### src/rtl/flag_gen_seq_if.sv
// flag_gen_seq_if: operand/result handshake bundle for flag_gen_seq
//   master: drives in_valid, rs1, rs2, tag_in, flush, out_ready; receives in_ready and results
//   slave:  the comparator side of the same signals
interface flag_gen_seq_if #(
  parameter int WIDTH = 32,
  parameter int TAG_W = 3
);
  logic             in_valid, in_ready, flush, out_valid, out_ready;
  logic [WIDTH-1:0] rs1, rs2, result;
  logic [TAG_W-1:0] tag_in, tag_out;
  logic             Zero, Negative, OverFlow, Carry;
  modport master (
    output in_valid, rs1, rs2, tag_in, flush, out_ready,
    input  in_ready, out_valid, result, Zero, Negative, OverFlow, Carry, tag_out
  );
  modport slave (
    input  in_valid, rs1, rs2, tag_in, flush, out_ready,
    output in_ready, out_valid, result, Zero, Negative, OverFlow, Carry, tag_out
  );
endinterface

### src/rtl/flag_gen_seq.sv
// flag_gen_seq: multi-cycle rs1 - rs2 producing Zero/Negative/OverFlow/Carry, CHUNK bits per cycle
//   clk, rst_n (async, active low)
//   bus.slave: in_valid/in_ready + rs1, rs2, tag_in; out_valid/out_ready + result, flags, tag_out; flush
module flag_gen_seq #(
  parameter int WIDTH = 32,
  parameter int CHUNK = 8,
  parameter int TAG_W = 3
) (
  input  logic          clk,
  input  logic          rst_n,
  flag_gen_seq_if.slave bus
);
  localparam int N  = WIDTH / CHUNK;
  localparam int CW = N > 1 ? $clog2(N) : 1;
  typedef enum logic [1:0] {IDLE, RUN, DONE} state_t;
  state_t           state, next;
  logic [WIDTH-1:0] a, b, res;
  logic [TAG_W-1:0] tag;
  logic [CW-1:0]    cnt;
  logic             carry, zacc, last;
  logic [CHUNK:0]   sum;
  assign sum  = {1'b0, a[cnt*CHUNK +: CHUNK]} + {1'b0, b[cnt*CHUNK +: CHUNK]} + (CHUNK+1)'(carry);
  assign last = cnt == CW'(N - 1);
  always_ff @(posedge clk or negedge rst_n)
    if (!rst_n) state <= IDLE;
    else state <= next;
  always_comb begin
    next = bus.flush ? IDLE :
           state == IDLE ? (bus.in_valid ? RUN : IDLE) :
           state == RUN  ? (last ? DONE : RUN) :
           (bus.out_ready ? IDLE : DONE);
  end
  // b holds ~rs2 so the subtract is a plain add with carry-in 1
  always_ff @(posedge clk or negedge rst_n)
    if (!rst_n) begin
      a     <= '0;
      b     <= '0;
      res   <= '0;
      tag   <= '0;
      cnt   <= '0;
      carry <= 1'b0;
      zacc  <= 1'b0;
    end else if (!bus.flush) begin
      if (state == IDLE && bus.in_valid) begin
        a     <= bus.rs1;
        b     <= ~bus.rs2;
        tag   <= bus.tag_in;
        cnt   <= '0;
        carry <= 1'b1;
        zacc  <= 1'b1;
      end else if (state == RUN) begin
        res[cnt*CHUNK +: CHUNK] <= sum[CHUNK-1:0];
        carry <= sum[CHUNK];
        zacc  <= zacc & ~|sum[CHUNK-1:0];
        cnt   <= cnt + 1'b1;
      end
    end
  // carry/zacc/res/operands are frozen outside RUN, so the flags hold through DONE
  assign bus.in_ready  = state == IDLE;
  assign bus.out_valid = state == DONE;
  assign bus.result    = res;
  assign bus.tag_out   = tag;
  assign bus.Zero      = zacc;
  assign bus.Negative  = res[WIDTH-1];
  assign bus.Carry     = carry;
  assign bus.OverFlow  = (a[WIDTH-1] == b[WIDTH-1]) && (res[WIDTH-1] != a[WIDTH-1]);
endmodule
### src/flat_wrapper.sv
// flat-port wrapper written by rule: the top's interface ports become plain ports
module flag_gen_seq_flat 
#(
  parameter int WIDTH = 32,
  parameter int CHUNK = 8,
  parameter int TAG_W = 3
)
  (clk, rst_n, bus_in_valid, bus_rs1, bus_rs2, bus_tag_in, bus_flush, bus_out_ready, bus_in_ready, bus_out_valid, bus_result, bus_Zero, bus_Negative, bus_OverFlow, bus_Carry, bus_tag_out);
  flag_gen_seq_if #(.WIDTH(WIDTH), .TAG_W(TAG_W)) bus_i ();
  input  logic clk;
  input  logic rst_n;
  input wire logic [$bits(bus_i.in_valid)-1:0] bus_in_valid;
  input wire logic [$bits(bus_i.rs1)-1:0] bus_rs1;
  input wire logic [$bits(bus_i.rs2)-1:0] bus_rs2;
  input wire logic [$bits(bus_i.tag_in)-1:0] bus_tag_in;
  input wire logic [$bits(bus_i.flush)-1:0] bus_flush;
  input wire logic [$bits(bus_i.out_ready)-1:0] bus_out_ready;
  output wire logic [$bits(bus_i.in_ready)-1:0] bus_in_ready;
  output wire logic [$bits(bus_i.out_valid)-1:0] bus_out_valid;
  output wire logic [$bits(bus_i.result)-1:0] bus_result;
  output wire logic [$bits(bus_i.Zero)-1:0] bus_Zero;
  output wire logic [$bits(bus_i.Negative)-1:0] bus_Negative;
  output wire logic [$bits(bus_i.OverFlow)-1:0] bus_OverFlow;
  output wire logic [$bits(bus_i.Carry)-1:0] bus_Carry;
  output wire logic [$bits(bus_i.tag_out)-1:0] bus_tag_out;
  assign bus_i.in_valid = bus_in_valid;
  assign bus_i.rs1 = bus_rs1;
  assign bus_i.rs2 = bus_rs2;
  assign bus_i.tag_in = bus_tag_in;
  assign bus_i.flush = bus_flush;
  assign bus_i.out_ready = bus_out_ready;
  assign bus_in_ready = bus_i.in_ready;
  assign bus_out_valid = bus_i.out_valid;
  assign bus_result = bus_i.result;
  assign bus_Zero = bus_i.Zero;
  assign bus_Negative = bus_i.Negative;
  assign bus_OverFlow = bus_i.OverFlow;
  assign bus_Carry = bus_i.Carry;
  assign bus_tag_out = bus_i.tag_out;
  flag_gen_seq #(.WIDTH(WIDTH), .CHUNK(CHUNK), .TAG_W(TAG_W)) u_core (.clk(clk), .rst_n(rst_n), .bus(bus_i));
endmodule
### config.mk
export PLATFORM = sky130hd
export DESIGN_NAME = flag_gen_seq_flat
export DESIGN_NICKNAME = d
export VERILOG_FILES = /design/src/rtl/flag_gen_seq_if.sv /design/src/rtl/flag_gen_seq.sv /design/src/flat_wrapper.sv
export SDC_FILE = /design/constraint.sdc
export NUM_CORES = 1
export LEC_CHECK = 0
export BUFFER_PORTS_ARGS = -buffer_cell sky130_fd_sc_hd__buf_2
export CAP_MARGIN = 0
export CORE_ASPECT_RATIO = 1.25
export CORE_MARGIN = 5
export CORE_UTILIZATION = 48
export DETAILED_ROUTE_END_ITERATION = 8
export PLACE_DENSITY = 0.85
export REMOVE_ABC_BUFFERS = 1
export SLEW_MARGIN = 20
export SYNTH_ARGS = -nofsm -noshare
export SYNTH_HDL_FRONTEND = slang
export SYNTH_SLANG_ARGS = --single-unit
### constraint.sdc
create_clock -name clk -period 3.03 [get_ports clk]
set_input_delay 0.4545 -clock clk [delete_from_list [all_inputs] [get_ports clk]]
set_output_delay 0.4545 -clock clk [all_outputs]
set_load 0.03 [all_outputs]
Word-level counts from Yosys, hierarchy flattened

Cells that the tools add are included.

Reductions and logical operators: 9
$add $sub $neg: 4
Muxes and demuxes: 13
Shift operators: 4
Bitwise gates (word level): 4
Equality and inequality tests: 5

Operator list:

| cell                    | count |
|---|---|
| $shiftx 32x6->8         | 2 |
| $neg 5->34              | 1 |
| $shift 8x34->32 const A | 1 |
| $shiftx 8x34->32        | 1 |
| $bwmux 32               | 1 |
| $not 32->32             | 1 |
| $mux 2                  | 7 |
| $add 8x8->9             | 1 |
| $add 9x1->9             | 1 |
| $reduce_or 8->1         | 1 |
| $mux 1                  | 5 |
| $eq 2x2->1 const B      | 2 |
| $reduce_and 2->1        | 2 |
| $reduce_and 3->1        | 1 |
| $add 2x1->2 const B     | 1 |
| $eq 2x1->1 const B      | 1 |
| $logic_and 1x1->1       | 2 |
| $logic_not 2->1         | 1 |
| $not 1->1               | 2 |
| $reduce_bool 2->1       | 1 |
| $and 1x1->1             | 1 |
| $eq 1x1->1              | 1 |
| $logic_not 1->1         | 1 |
| $ne 1x1->1              | 1 |

Input port bits: 72
Word-level logic and storage cells: 47
Output and inout port bits: 41
Bits in registers: 105

Longest topological paths before layout

Gate-level depths: netlist (run 1).

Depth in word-level cells: 8
Depth in mapped cells: 10

Worst setup path after synthesis (run 1)

OpenSTA, ideal clock, no wires.

Path type: register -> register
From: register u_core.cnt[0]
To: register u_core.zacc (netlist: u_core.bus.Zero)
Setup slack: 0.149 ns
Library setup time: 0.120 ns
Path buffers: 1
Cell stages (with the launch flop): 11
Arrival time: 2.761 ns
Cell sequence: dfrtp_1 > buf_4 > mux4_2 > inv_1 > fa_1 > fa_1 > nand2b_1 > a21oi_1 > xor2_1 > nor4_1 > a41o_1

Longest elaborated chain between the ends: 8
Elaborated cells between the ends (all ways): 9
Classes of those cells: add/sub: 2; shift: 2; mux: 2; bitwise: 1; reduce/logical: 2

RTL lines:

| element                | line               | text |
|---|---|---|
| from (decl)            | flag_gen_seq.sv:19 | `logic [CW-1:0] cnt;` |
| from (signal assigned) | flag_gen_seq.sv:55 | `cnt <= cnt + 1'b1;` |
| $shiftx 32x6->8        | flag_gen_seq.sv:22 | `assign sum = {1'b0, a[cnt*CHUNK +: CHUNK]} + {1'b0, b[cnt*CHUNK +: CHUNK]} + (CHUNK+1)'(carry);` |
| $add 8x8->9 (*)        | flag_gen_seq.sv:22 |  |
| $add 9x1->9 (*)        | flag_gen_seq.sv:22 |  |
| $reduce_or 8->1 (*)    | flag_gen_seq.sv:54 | `zacc <= zacc & ~\|sum[CHUNK-1:0];` |
| $logic_not 1->1 (*)    | flag_gen_seq.sv:54 |  |
| $and 1x1->1 (*)        | flag_gen_seq.sv:54 |  |
| $mux 1 (*)             | flag_gen_seq.sv:51 | `end else if (state == RUN) begin` |
| $mux 1 (*)             | flag_gen_seq.sv:44 | `if (state == IDLE && bus.in_valid) begin` |
| to (signal assigned)   | flag_gen_seq.sv:54 |  |
| to (decl)              | flag_gen_seq.sv:20 | `logic carry, zacc, last;` |

Mark *: on every way between the ends. The rest lies on a longest branch, timed or not. The select of a mux whose other input is x is not followed.
A chain may end at the register's enable or synchronous reset.

Worst setup path after layout (run 1)

From: register u_core.cnt[0]
To: register u_core.res[5] (netlist: u_core.bus.result[5])

Longest elaborated chain between the ends: 5
Elaborated cells between the ends (all ways): 8
Classes of those cells: add/sub: 3; shift: 4; mux: 1

RTL lines:

| element                         | line               | text |
|---|---|---|
| $shiftx 32x6->8                 | flag_gen_seq.sv:22 |  |
| $add 8x8->9                     | flag_gen_seq.sv:22 |  |
| $add 9x1->9                     | flag_gen_seq.sv:22 |  |
| $shiftx 8x34->32                | flag_gen_seq.sv:52 | `res[cnt*CHUNK +: CHUNK] <= sum[CHUNK-1:0];` |
| $bwmux 32 (*)                   | flag_gen_seq.sv:52 |  |
| to (signal, indexed assignment) | flag_gen_seq.sv:52 |  |
| to (decl)                       | flag_gen_seq.sv:17 | `logic [WIDTH-1:0] a, b, res;` |

Mark *: on every way between the ends. The rest lies on a longest branch, timed or not.

==> impl_metrics.toml, run 1 <==
[status]
outcome = "completed"

[clock_tree]
htree_levels = 3
cts_buffers = 9
cts.clk_slew.worst_paths_ns = 0.07
cts_setup_buffers = 0
cts_tree = "done"
cts_root_buf = "clkbuf_16"
cts_buffer_depth = 2
clkSinkCount = 105
insertion_delay_ns = 0.35

[timing]
grt_setup_unrepaired = "no"
finClkSkew_ns = 0.00830
fin_crit_ns = 2.84
max_freq_ghz = 0.352
hold_viol = 0
min_period_over_period_pct = 93.8
setup_viol = 0
slew_headroom_pct = 43.2
tightest_slew_ns = 0.852
drv_slew = 0

[die]
die_y_um = 121
die_w_um = 99.1
initial_core_util_pct = 49.3
fp-row-count = 40
core-area_sq_um = 9660
io_pins = 113
dieArea_sq_um = 12000

[synth]
synth-seq-area-share_pct = 55.2
synthAdderAreaFrac_pct = 4.26
ys_ff_latch = 105
synthMuxAreaShare_pct = 16.1
synthCells = 386
synth_top_family_by_area = "multiplexers"
yosysWarnings = 0
yosysUniqueCellTypes = 43
avgSynthCellArea_sq_um = 12.3
synthSimpleGateAreaFrac_pct = 9.49
syn_area_sq_um = 4760
synth_xor_area_share_pct = 0.894
synth-compound-area-share_pct = 11.3

[grt]
grt_max_degree = 102
gr-usage-all-layers_pct = 18.1
grt_overflow = 0
grt_pass1_vias = 3541
antenna_found_initial = 0
grt_pass1_wl_um = 17000

[placement]
io_buffers = 112
dpl_cell_area_sq_um = 5450
dp.cells = 614
place.gp.congestion = 0.783
dpl.hpwl_um = 7860

[critical_path]
r2r_setup_slack_ns = 0.19
timing_worst_setup_path_type = "flip-flop to flip-flop"
end_kind = "flip-flop"
critical_path_arrival_ns = 3.05
worstPathRequired_ns = 3.24
worst_setup_path_start_kind = "flip-flop"
worstPathMaxFanout = 17

[finish]
fill_cells = 775
layout_commonest_cell = "buf_2"
register_area_sq_um = 2630
design_area_sq_um = 5790
synthToLayoutAreaGrowth_pct = 21.7
multi_input_area_sq_um = 2020
instances_no_fill = 630
final_layout_size_suffix_gt1_share_pct = 39.7
final_cell_mix = "buf_2 (111), dfrtp_1 (105), nor2_1 (42)"
diodes = 0
nets = 586

[pwr]
p_sw_mw = 2.01
p_clk_share_pct = 23.3
netSwitchingFraction_pct = 37.7
p_int_mw = 3.31
peakVddDrop_uv = 426
cellPowerDensity_nw_per_um2 = 919
leakage_nw = 2.71
total_power_mw = 5.32
p_comb_share_pct = 41.7
power_frac_seq_pct = 35.0

[worst_hold_path]
hp-class = "input pin to asynchronous set/reset pin"

[route]
dr.pass1.iters = 4
detail-route-antenna-nets = 0
viasPerCell = 5.39
initialDrtViolationCount = 130
wirelength_um = 10500
wl_per_cell_um = 16.6
drc = 0
vias = 3394

[flow_run]
maxCapViolations = 0
Yosys cell counts, drive strengths merged:
| master | instances | area share, % |
|---|---|---|
| dfrtp | 105 | 55 |
| nor2 | 43 | 3.4 |
| a21oi | 36 | 3.9 |
| mux2 | 36 | 8.5 |
| nand2 | 33 | 2.8 |
| o21ai | 26 | 2.7 |
| buf | 16 | 2.0 |
| mux4 | 16 | 7.6 |
| a22o | 13 | 2.4 |
| ha | 13 | 3.4 |
| inv | 9 | 0.71 |
| nand2b | 5 | 0.66 |
| nor3 | 4 | 0.42 |
| nor4 | 4 | 0.53 |
| or4 | 3 | 0.63 |
| xor2 | 3 | 0.71 |
| a21boi | 2 | 0.32 |
| fa | 2 | 0.84 |
| a211o | 1 | 0.18 |
| a21o | 1 | 0.16 |
| a311oi | 1 | 0.32 |
| a41o | 1 | 0.21 |
| and2 | 1 | 0.13 |
| and3 | 1 | 0.13 |
| clkbuf | 1 | 0.079 |
| nand3 | 1 | 0.11 |
| nand4 | 1 | 0.13 |
| nor2b | 1 | 0.13 |
| o21bai | 1 | 0.16 |
| o311ai | 1 | 0.18 |
| o31a | 1 | 0.18 |
| o41ai | 1 | 0.58 |
| or2 | 1 | 0.18 |
| or3 | 1 | 0.24 |
| xnor2 | 1 | 0.18 |
routing by layer:
metal  wire length (um)  vias to the layer above  GRT usage (%)
li1                   -                     1603              -
met5                  0                        -              0
met3                763                        8           5.87
met2               5280                      108           30.5
met4                104                        0           5.04
met1               4310                     1675           22.2
power by group through the flow:
stage / sequential [mW] / combinational (mW) / clock [mW]
floorplan: 2.09 / 1.35 / 0
global placement: 1.87 / 2.12 / 0
detailed placement: 1.89 / 2.18 / 0
CTS: 1.87 / 2.19 / 1.25
global route: 1.90 / 2.43 / 1.31
finish: 1.86 / 2.22 / 1.24
registers in the layout (all words and copies together) (netlist names):
| signal | cells |
|---|---|
| u_core.a | 32 |
| u_core.b | 32 |
| u_core.bus.result | 32 |
| u_core.bus.tag_out | 3 |
| u_core.cnt | 2 |
| u_core.state | 2 |
| u_core.bus.Carry | 1 |
| u_core.bus.Zero | 1 |
worst max-delay path, stage by stage (launching register included):
cell,delay [ns]
dfrtp_1,0.45
buf_6,0.24
mux4_2,0.55
ha_1,0.43
and3_1,0.22
a211o_1,0.28
a311oi_2,0.37
o21ai_0,0.16
cells by family (layout without fill, tap and decap cells):
family,Yosys count,after routing
flip-flops,105,105
AND/OR/NAND/NOR,99,99
AO/OA/AOI/OAI,85,85
multiplexers,52,52
buffers and inverters,26,144
adder cells (fa/ha/maj),15,15
XOR/XNOR,4,4
timing repair:
action / CTS / global route
setup endpoints to repair: 0 / 1
hold buffers: 0 / 0
gates resized for setup: 0 / 3
per-stage QoR:
stage	hold WS, ns	util, %	worst slack [ns]	setup TNS, ns
global placement	0.457	56.4	0.204	0
detailed placement	0.466	56.4	0.120	0
global route	0.261	59.9	0.0308	0
finish	0.193	59.9	0.189	0
floorplan	0.159	-	-4.08	-277.63
CTS	0.256	59.8	0.0986	0
layout make-up:
class / count / area share (%)
Sequential cell: 105 / 45.4
Multi-Input combinational cell: 255 / 34.9
Timing Repair Buffer: 119 / 10.9
Clock buffer: 11 / 4.19
Tap cell: 126 / 2.72
Clock inverter: 5 / 1.36
Inverter: 9 / 0.583
final timing paths:
path                                                    from                                end  cells after the start
setup / recovery                   u_core.cnt[0]$_DFFE_PN0P_   u_core.bus.result[5]$_DFFE_PN0P_                      7
min in group clk                                 bus_rs2[26]           u_core.b[26]$_DFFE_PN0P_                      2
max in group asynchronous                              rst_n            u_core.a[7]$_DFFE_PN0P_                      2
hold reg to reg            u_core.bus.result[13]$_DFFE_PN0P_  u_core.bus.result[13]$_DFFE_PN0P_                      2
hold / removal                                         rst_n          u_core.state[0]$_DFF_PN0_                      1
setup reg to reg                   u_core.cnt[0]$_DFFE_PN0P_   u_core.bus.result[5]$_DFFE_PN0P_                      7
(Power assumes the default switching activity.)
==> run 2: changes to the inputs <==
==> constraint.sdc (replaced) <==
create_clock -name clk -period 3.03 [get_ports clk]
set_input_delay 0.606 -clock clk [delete_from_list [all_inputs] [get_ports clk]]
set_output_delay 0.606 -clock clk [all_outputs]
set_load 0.03 [all_outputs]
==> impl_metrics.toml, run 2 (synthesis results as in run 1) <==
[route]
detail-route-antenna-nets = 0
wl_per_cell_um = 17.0
dr.pass1.iters = 4
initialDrtViolationCount = 175
viasPerCell = 5.43
wirelength_um = 10700
drc = 0
vias = 3414

[finish]
final_layout_size_suffix_gt1_share_pct = 39.6
final_util_pct = 60.1
diodes = 0
final_cell_mix = "buf_2 (111), dfrtp_1 (105), nor2_1 (42)"
layout_commonest_cell = "buf_2"
instances_no_fill = 629
synthToLayoutAreaGrowth_pct = 21.9
nets = 585

[clock_tree]
cts_buffer_depth = 2
cts_resized = 0
hold_buffers = 0
htree_levels = 3
cts_tree = "done"
insertion_delay_ns = 0.35
cts_setup_buffers = 0
cts.clk_slew.worst_paths_ns = 0.07
cts_buffers = 9
cts_root_buf = "clkbuf_16"
clkSinkCount = 105

[grt]
grt_max_degree = 102
grt_pass1_wl_um = 17700
gr-usage-all-layers_pct = 18.6
antenna_found_initial = 0
grt_pass1_vias = 3666
grt_overflow = 0

[die]
io_pins = 113
core-area_sq_um = 9660
die_w_um = 99.1
die_y_um = 121
initial_core_util_pct = 49.3
dieArea_sq_um = 12000
fp-row-count = 40

[placement]
dp.cells = 613
dpl.hpwl_um = 7920
post-place-ws_ns = 0.140
place.gp.congestion = 0.782
io_buffers = 112

[timing]
fin_crit_ns = 2.86
min_period_over_period_pct = 94.2
finClkSkew_ns = 0.00684
max_freq_ghz = 0.350
hold_viol = 0
finalWorstSetupSlack_ns = 0.175
tightest_slew_ns = 0.847
drv_slew = 0
slew_headroom_pct = 43.5
grt_setup_unrepaired = "no"
setup_viol = 0

[critical_path]
worstPathMaxFanout = 8
timing_worst_setup_path_type = "flip-flop to flip-flop"
worstPathRequired_ns = 3.24
critical_path_arrival_ns = 3.06
end_kind = "flip-flop"
worst_setup_path_start_kind = "flip-flop"

[pwr]
power_frac_seq_pct = 34.7
netSwitchingFraction_pct = 38.2
leakage_nw = 2.71
p_clk_share_pct = 23.6
p_int_mw = 3.32
p_comb_share_pct = 41.7
cellPowerDensity_nw_per_um2 = 926
p_sw_mw = 2.05
peakVddDrop_uv = 407

[flow_run]
maxCapViolations = 0

[worst_hold_path]
hp-class = "input pin to asynchronous set/reset pin"

[status]
outcome = "completed"
==> run 2: path summary, 6_finish.rpt <==
kind / start / end / slack, ns / cells past startpoint
max in group asynchronous: rst_n / u_core.a[15]$_DFFE_PN0P_ / 1.96 / 2
min in group clk: bus_rs2[18] / u_core.b[18]$_DFFE_PN0P_ / 0.42 / 2
worst min-delay path: rst_n / u_core.bus.result[11]$_DFFE_PN0P_ / 0.36 / 1
worst min register to register: u_core.bus.result[21]$_DFFE_PN0P_ / u_core.bus.result[21]$_DFFE_PN0P_ / 0.48 / 2
worst max-delay path: u_core.cnt[0]$_DFFE_PN0P_ / u_core.bus.result[5]$_DFFE_PN0P_ / 0.17 / 8
worst max register to register: u_core.cnt[0]$_DFFE_PN0P_ / u_core.bus.result[5]$_DFFE_PN0P_ / 0.17 / 8
==> run 2: per-layer routing <==
metal	wire length [um]	up-vias	track usage, %
li1	-	1590	-
met1	4410	1701	23.1
met2	5410	111	31.6
met3	748	12	5.23
met4	131	0	5.55
met5	0	-	0
==> run 2: cell type report <==
cell class | count | area [sq um]
Sequential cell | 105 | 2630
Inverter | 9 | 33.8
Multi-Input combinational cell | 255 | 2020
Timing Repair Buffer | 118 | 637
Clock inverter | 5 | 85.1
Fill cell | 792 | 3860
Clock buffer | 11 | 243
Tap cell | 126 | 158
==> run 2: worst max-delay path, stage by stage, from the launching register on <==
cell and delay (ns):
dfrtp_1 0.44, buf_4 0.25, mux4_2 0.53, ha_1 0.39, o21ai_0 0.12, a21oi_2 0.25, nor4_1 0.10, a311oi_2 0.46
o21ai_0 0.18
==> run 2: power groups by stage <==
stage | Sequential (mW) | Combinational [mW] | Clock (mW)
after floorplan | 2.09 | 1.35 | 0
after detailed placement | 1.89 | 2.19 | 0
final | 1.86 | 2.24 | 1.27
after global routing | 1.90 | 2.46 | 1.34
after global placement | 1.87 | 2.12 | 0
after CTS | 1.86 | 2.21 | 1.29
==> run 2: metrics by stage <==
stage | power (mW) | setup TNS [ns] | hold WS [ns] | area, sq um
3_5_place_dp | 4.08 | 0 | 0.475 | 5460
6_report | 5.37 | 0 | 0.363 | 5800
2_1_floorplan | 3.44 | -284.25 | 0.310 | 4660
4_1_cts | 5.36 | 0 | 0.392 | 5780
5_1_grt | 5.70 | 0 | 0.417 | 5800
3_3_place_gp | 4.00 | 0 | 0.456 | 5460
